<file path="src/rtl/micro_sequencer.sv">
// micro_sequencer: registered micro-address generator for a microcoded
// control unit. One micro-step per clock: addr_ins is updated on posedge clk
// and sampled by the control unit on the following negedge.
//
// Optional feature: define SEQ_TIMEOUT_EN to enable the memory-wait
// watchdog (wait counter + sticky mem_timeout). When undefined, there is no
// counter logic, mem_timeout is tied low and memory waits are unbounded.
//
// state | meaning
// ------+-----------------------------------------------------------------
// RUN   | advancing one micro-step per cycle from ctrl_word
// HOLD  | en low; micro-address (and wait counter) frozen
// HALT  | addr_ins parked at 0x0FF; left only through reset
module micro_sequencer #(
  parameter int TIMEOUT_CYCLES = 255
) (
  input  logic        clk,
  input  logic        reset,
  input  logic        en,
  input  logic [38:0] ctrl_word,
  input  logic [4:0]  ir_opcode,
  input  logic        hit,
  input  logic        z_flag,
  output logic [8:0]  addr_ins,
  output logic        halted,
  output logic        mem_timeout
);

  typedef enum logic [1:0] {
    ST_RUN  = 2'd0,
    ST_HOLD = 2'd1,
    ST_HALT = 2'd2
  } state_t;

  localparam logic [8:0] ADDR_FETCH1 = 9'h000;
  localparam logic [8:0] ADDR_HALT   = 9'h0FF;
  localparam logic [4:0] OP_HALT     = 5'b11111;
  localparam logic [7:0] TO_LIM      = 8'(TIMEOUT_CYCLES);

  state_t     state_q, state_d;
  logic [8:0] addr_q, addr_d;

  logic [4:0] next_op;
  logic [2:0] next_step;
  logic [2:0] cond;
  logic [2:0] mem_req;
  logic       mem_wait;

  assign next_op   = ctrl_word[38:34];
  assign next_step = ctrl_word[33:31];
  assign cond      = ctrl_word[30:28];
  assign mem_req   = ctrl_word[2:0];
  // A pending request that memory has not yet answered.
  assign mem_wait  = (mem_req != 3'b000) && !hit;

  // Bits of the control word this block does not consume (cond[1] is
  // deliberately ignored).
  logic unused_bits;
  assign unused_bits = ^{ctrl_word[27:3], cond[1], TO_LIM};

  // Branch selection for an advancing cycle:
  // halt > decode > Z-branch > hit-qualify > sequential.
  logic       halt_req;
  logic [8:0] sel_addr;
  always_comb begin
    halt_req = 1'b0;
    sel_addr = {1'b0, next_op, next_step};
    if (next_op == OP_HALT) begin
      halt_req = 1'b1;
    end else if (cond[2]) begin
      if (ir_opcode == OP_HALT) begin
        halt_req = 1'b1;
      end else begin
        sel_addr = {1'b0, ir_opcode, 3'b000};
      end
    end else if (cond[0]) begin
      sel_addr = {z_flag, next_op, next_step};
    end else if (mem_req != 3'b000) begin
      sel_addr = {hit, next_op, next_step};
    end
  end

  logic advance;
  assign advance = en && (state_q != ST_HALT);

`ifdef SEQ_TIMEOUT_EN
  logic [7:0] wait_q, wait_d;
  logic       timeout_q, timeout_d;
  logic       timeout_fire;

  // Watchdog: count consecutive unanswered wait cycles while advancing;
  // reaching the limit latches mem_timeout and forces HALT.
  always_comb begin
    wait_d       = wait_q;
    timeout_d    = timeout_q;
    timeout_fire = 1'b0;
    if (advance) begin
      if (mem_wait) begin
        wait_d = wait_q + 8'd1;
        if (wait_d == TO_LIM) begin
          timeout_fire = 1'b1;
          timeout_d    = 1'b1;
        end
      end else begin
        wait_d = 8'd0;
      end
    end
  end

  // Watchdog registers.
  always_ff @(posedge clk or negedge reset) begin
    if (!reset) begin
      wait_q    <= 8'd0;
      timeout_q <= 1'b0;
    end else begin
      wait_q    <= wait_d;
      timeout_q <= timeout_d;
    end
  end

  assign mem_timeout = timeout_q;
`else
  logic timeout_fire;
  logic unused_wait;
  assign timeout_fire = 1'b0;
  assign unused_wait  = mem_wait;
  assign mem_timeout  = 1'b0;
`endif

  // Next-state / next-address logic; HALT and HOLD keep the address.
  always_comb begin
    state_d = state_q;
    addr_d  = addr_q;
    case (state_q)
      ST_RUN, ST_HOLD: begin
        if (!en) begin
          state_d = ST_HOLD;
        end else if (halt_req || timeout_fire) begin
          state_d = ST_HALT;
          addr_d  = ADDR_HALT;
        end else begin
          state_d = ST_RUN;
          addr_d  = sel_addr;
        end
      end
      ST_HALT: begin
        state_d = ST_HALT;
        addr_d  = ADDR_HALT;
      end
      default: begin
        state_d = ST_RUN;
        addr_d  = ADDR_FETCH1;
      end
    endcase
  end

  // State and micro-address registers; reset parks at FETCH1.
  always_ff @(posedge clk or negedge reset) begin
    if (!reset) begin
      state_q <= ST_RUN;
      addr_q  <= ADDR_FETCH1;
    end else begin
      state_q <= state_d;
      addr_q  <= addr_d;
    end
  end

  assign addr_ins = addr_q;
  assign halted   = (state_q == ST_HALT);

endmodule

</file>
<file path="config.mk">
export PLATFORM = sky130hd
export DESIGN_NAME = micro_sequencer
export DESIGN_NICKNAME = d
export VERILOG_FILES = /design/src/rtl/micro_sequencer.sv
export SDC_FILE = /design/constraint.sdc
export NUM_CORES = 1
export LEC_CHECK = 0
export ABC_AREA = 1
export CORE_UTILIZATION = 29
export DETAILED_ROUTE_END_ITERATION = 8
export PLACE_DENSITY = 0.78
export SLEW_MARGIN = 5
export SYNTH_ARGS = -nofsm -noshare
export SYNTH_HDL_FRONTEND = slang
export SYNTH_SLANG_ARGS = --single-unit
export TNS_END_PERCENT = 1
</file>
<file path="constraint.sdc">
create_clock -name clk -period 1.36 [get_ports clk]
set_input_delay 0.136 -clock clk [delete_from_list [all_inputs] [get_ports clk]]
set_output_delay 0.136 -clock clk [all_outputs]
set_load 0.05 [all_outputs]
</file>
==> results_dict.tcl, run 1 <==
set metrics [dict create \
    status "finished, final reports clean" \
    synth_area_um2 628 \
    hpwlAfterDp_mm 1.40 \
    final_cells 156 \
    finalHoldViolations 0 \
    critical_path_buf_inv_count 2 \
    area_growth_pct 78.7 \
    design_power_total_mw 1.08 \
    cp_top_family "flip-flops" \
    leakage_nw 0.571 \
    hp-class "in -> async" \
    timing.rr.start "state_q[1]" \
    core.rowCount 16 \
    post_cts_resized 0 \
    drive_gt1_share_pct 18.6 \
    rrSetupSlack_ns 0.23 \
    drc 0 \
    syn_avg_cell_area_um2 6.90 \
    dieArea_mm2 0.00236 \
    design.core.area_mm2 0.00200 \
    routedWlPerCell_um 10.9 \
    synth_nets 140 \
    finalCritPeriodShare_pct 94.5 \
    seq_area_um2 275 \
    numCtsBuffers 3 \
    place_ws_ns -0.120 \
    arrival_ns 1.15 \
    ys_warn_count 0 \
    crit_end "halted" \
    globalRouteOverflowTotal 0 \
    io_pins 60 \
    slowest_stage "dfrtp_1" \
    path_cells "inv_1, nor2_2, buf_12" \
    dp.cells 152 \
    cts.sinks 11 \
    rsz0062_at_grt "no" \
    die_x_um 48.5 \
    required_ns 1.22 \
    clock_latency_ns 0.27 \
    cp_max_fo 6 \
    netlist-cell-type-count 17 \
    grt_max_degree 12 \
    hold_buffers 0 \
    grtUsageTotal_pct 16.5 \
    setup.worst_path.start "state_q[1]" \
    viasPerCell 4.59 \
    fmax_ghz 0.778 \
    drt_wl_total_mm 1.70 \
    cts_tree "yes" \
    die_h_um 48.5 \
    cap_violations 0 \
    setup_ws_ns 0.0748 \
    gp_congestion 0.821 \
    cts.clk_slew.worst_paths_ns 0.08 \
    cts_setup_buffers 0 \
    yosysSeqAreaShare_pct 43.8 \
    critPathKind "reg -> out" \
    nets 179 \
    antenna_found_initial 0 \
    portBuffers 32 \
    ir_worst_vdd_uv 553 \
    placed_area_mm2 0.00110 \
    setup_viol 0 \
    cts_max_level 1 \
    firstDrtPassIters 6 \
    reg2reg_depth 4 \
    cp.depth 3 \
    min_period_ns 1.29 \
    cpPeakStageDelay_ns 0.47 \
    fillers 173 \
    cts_buffer_depth 2 \
    power.density_mw_per_mm2 961 \
    drtIter0Drc 13 \
    postLayoutCellArea_mm2 0.00112 \
    cts_root_buffer "clkbuf_4" \
    crit_path_start_kind "flip-flop" \
    grt_pass1_wl_mm 3.04 \
    postRouteAntennaNets 0 \
    multi_input_area_um2 310 \
    grt_pass1_vias 717 \
    syn_inst 91 \
    crit_path_end_kind "output pin" \
    synth_seq_cells 11 \
    timing.rr.end "addr_ins[3]" \
    finClkSkew_ns 0.00975 \
    drv_slew 0 \
    routed-via-count 716 \
    setup_tns_ns 0 \
    start_util_pct 31.4 \
    diodes 0 \
]
## kinds of logic (layout without fill, tap and decap cells)
kind of cell           count (synthesis)  after routing  synth area share, %
AO/OA/AOI/OAI                          5              5                 4.78
buffers and inverters                  9             47                 7.17
flip-flops                            11             11                 43.8
other                                  1              1                0.597
AND/OR/NAND/NOR                       65             65                 43.6
## cell usage in the layout (no fill, tap or decap)
master	n
clkbuf_4	3
o211ai_1	1
nor3_1	1
dfrtp_1	11
nand2_1	45
and3_1	1
nand2_4	1
o31ai_1	1
clkbuf_1	1
or2_1	1
buf_12	10
inv_2	3
nand3_1	9
inv_1	4
o21ai_1	3
clkdlybuf4s50_1	22
nor2_2	3
buf_4	4
nor2_1	4
conb_1	1
## routing by layer
| metal | GRT usage [%] | share of wire [%] | wire, um | up-vias |
|---|---|---|---|---|
| met1 | 17.7 | 40 | 677 | 329 |
| met4 | 4.90 | 1.7 | 29 | 0 |
| met5 | 0 | 0 | 0 | - |
| met3 | 4.09 | 6.7 | 114 | 4 |
| met2 | 31.5 | 52 | 883 | 24 |
| li1 | - | - | - | 359 |
## power breakdown
group | switching [mW] | total, mW | internal [mW]
clock network | 0.113 | 0.227 | 0.114
registers | 0.0397 | 0.402 | 0.362
logic | 0.225 | 0.449 | 0.224
total | 0.378 | 1.08 | 0.700
## synth_stat cells
library cell / count / area, um^2
and3_1: 1 / 6.26
buf_4: 1 / 7.51
buf_6: 1 / 11.3
conb_1: 1 / 3.75
dfrtp_1: 11 / 275
inv_1: 4 / 15.0
inv_2: 3 / 11.3
nand2_1: 45 / 169
nand2_4: 1 / 11.3
nand3_1: 9 / 45.0
nor2_1: 5 / 18.8
nor2_2: 2 / 12.5
nor3_1: 1 / 5.00
o211ai_1: 1 / 7.51
o21ai_1: 3 / 15.0
o31ai_1: 1 / 7.51
or2_1: 1 / 6.26
## registers in the layout, indices dropped and copies added, names as in the netlist
register and count:
state_q 2, addr_ins 9
## layout make-up
type,instances,share of cell area [%]
repair buffers,36,40.1
multi-input cells,71,27.6
flip-flops and latches,11,24.5
well taps,27,3.01
clock buffers,4,2.34
inverters,7,2.34
## worst reg2reg max path: stages (launching register included)
cell and delay (ns):
dfrtp_1 0.46, nor2_2 0.30, nand3_1 0.14, nand2_1 0.08, nand2_1 0.05
## worst min path at each step
stage,endpoint,slack [ns],cells past startpoint
after floorplan,addr_ins[0],-0.16,0
after global placement,addr_ins[7],0.48,1
after detailed placement,addr_ins[7],0.51,1
after CTS,addr_ins[7],0.22,1
after global routing,addr_ins[7],0.25,1
final,addr_ins[7],0.19,1
## stage by stage
stage	hold WS, ns	util, %
floorplan	-0.160	-
global placement	0.483	54.8
detailed placement	0.508	54.8
CTS	0.219	56.1
global route	0.245	56.1
finish	0.191	56.1
No activity file was read; power rests on OpenSTA's default activity.
==> run 2, diff against run 1 <==
CORE_MARGIN = 1   (was default)
==> results of run 2 <==
Same layout as run 1: the final DEF is identical, and so are final timing and power.
==> run 3, diff against run 2 <==
SLEW_MARGIN = 40   (was 5)
==> results of run 3 <==
Same layout as run 1: the final DEF is identical, and so are final timing and power.
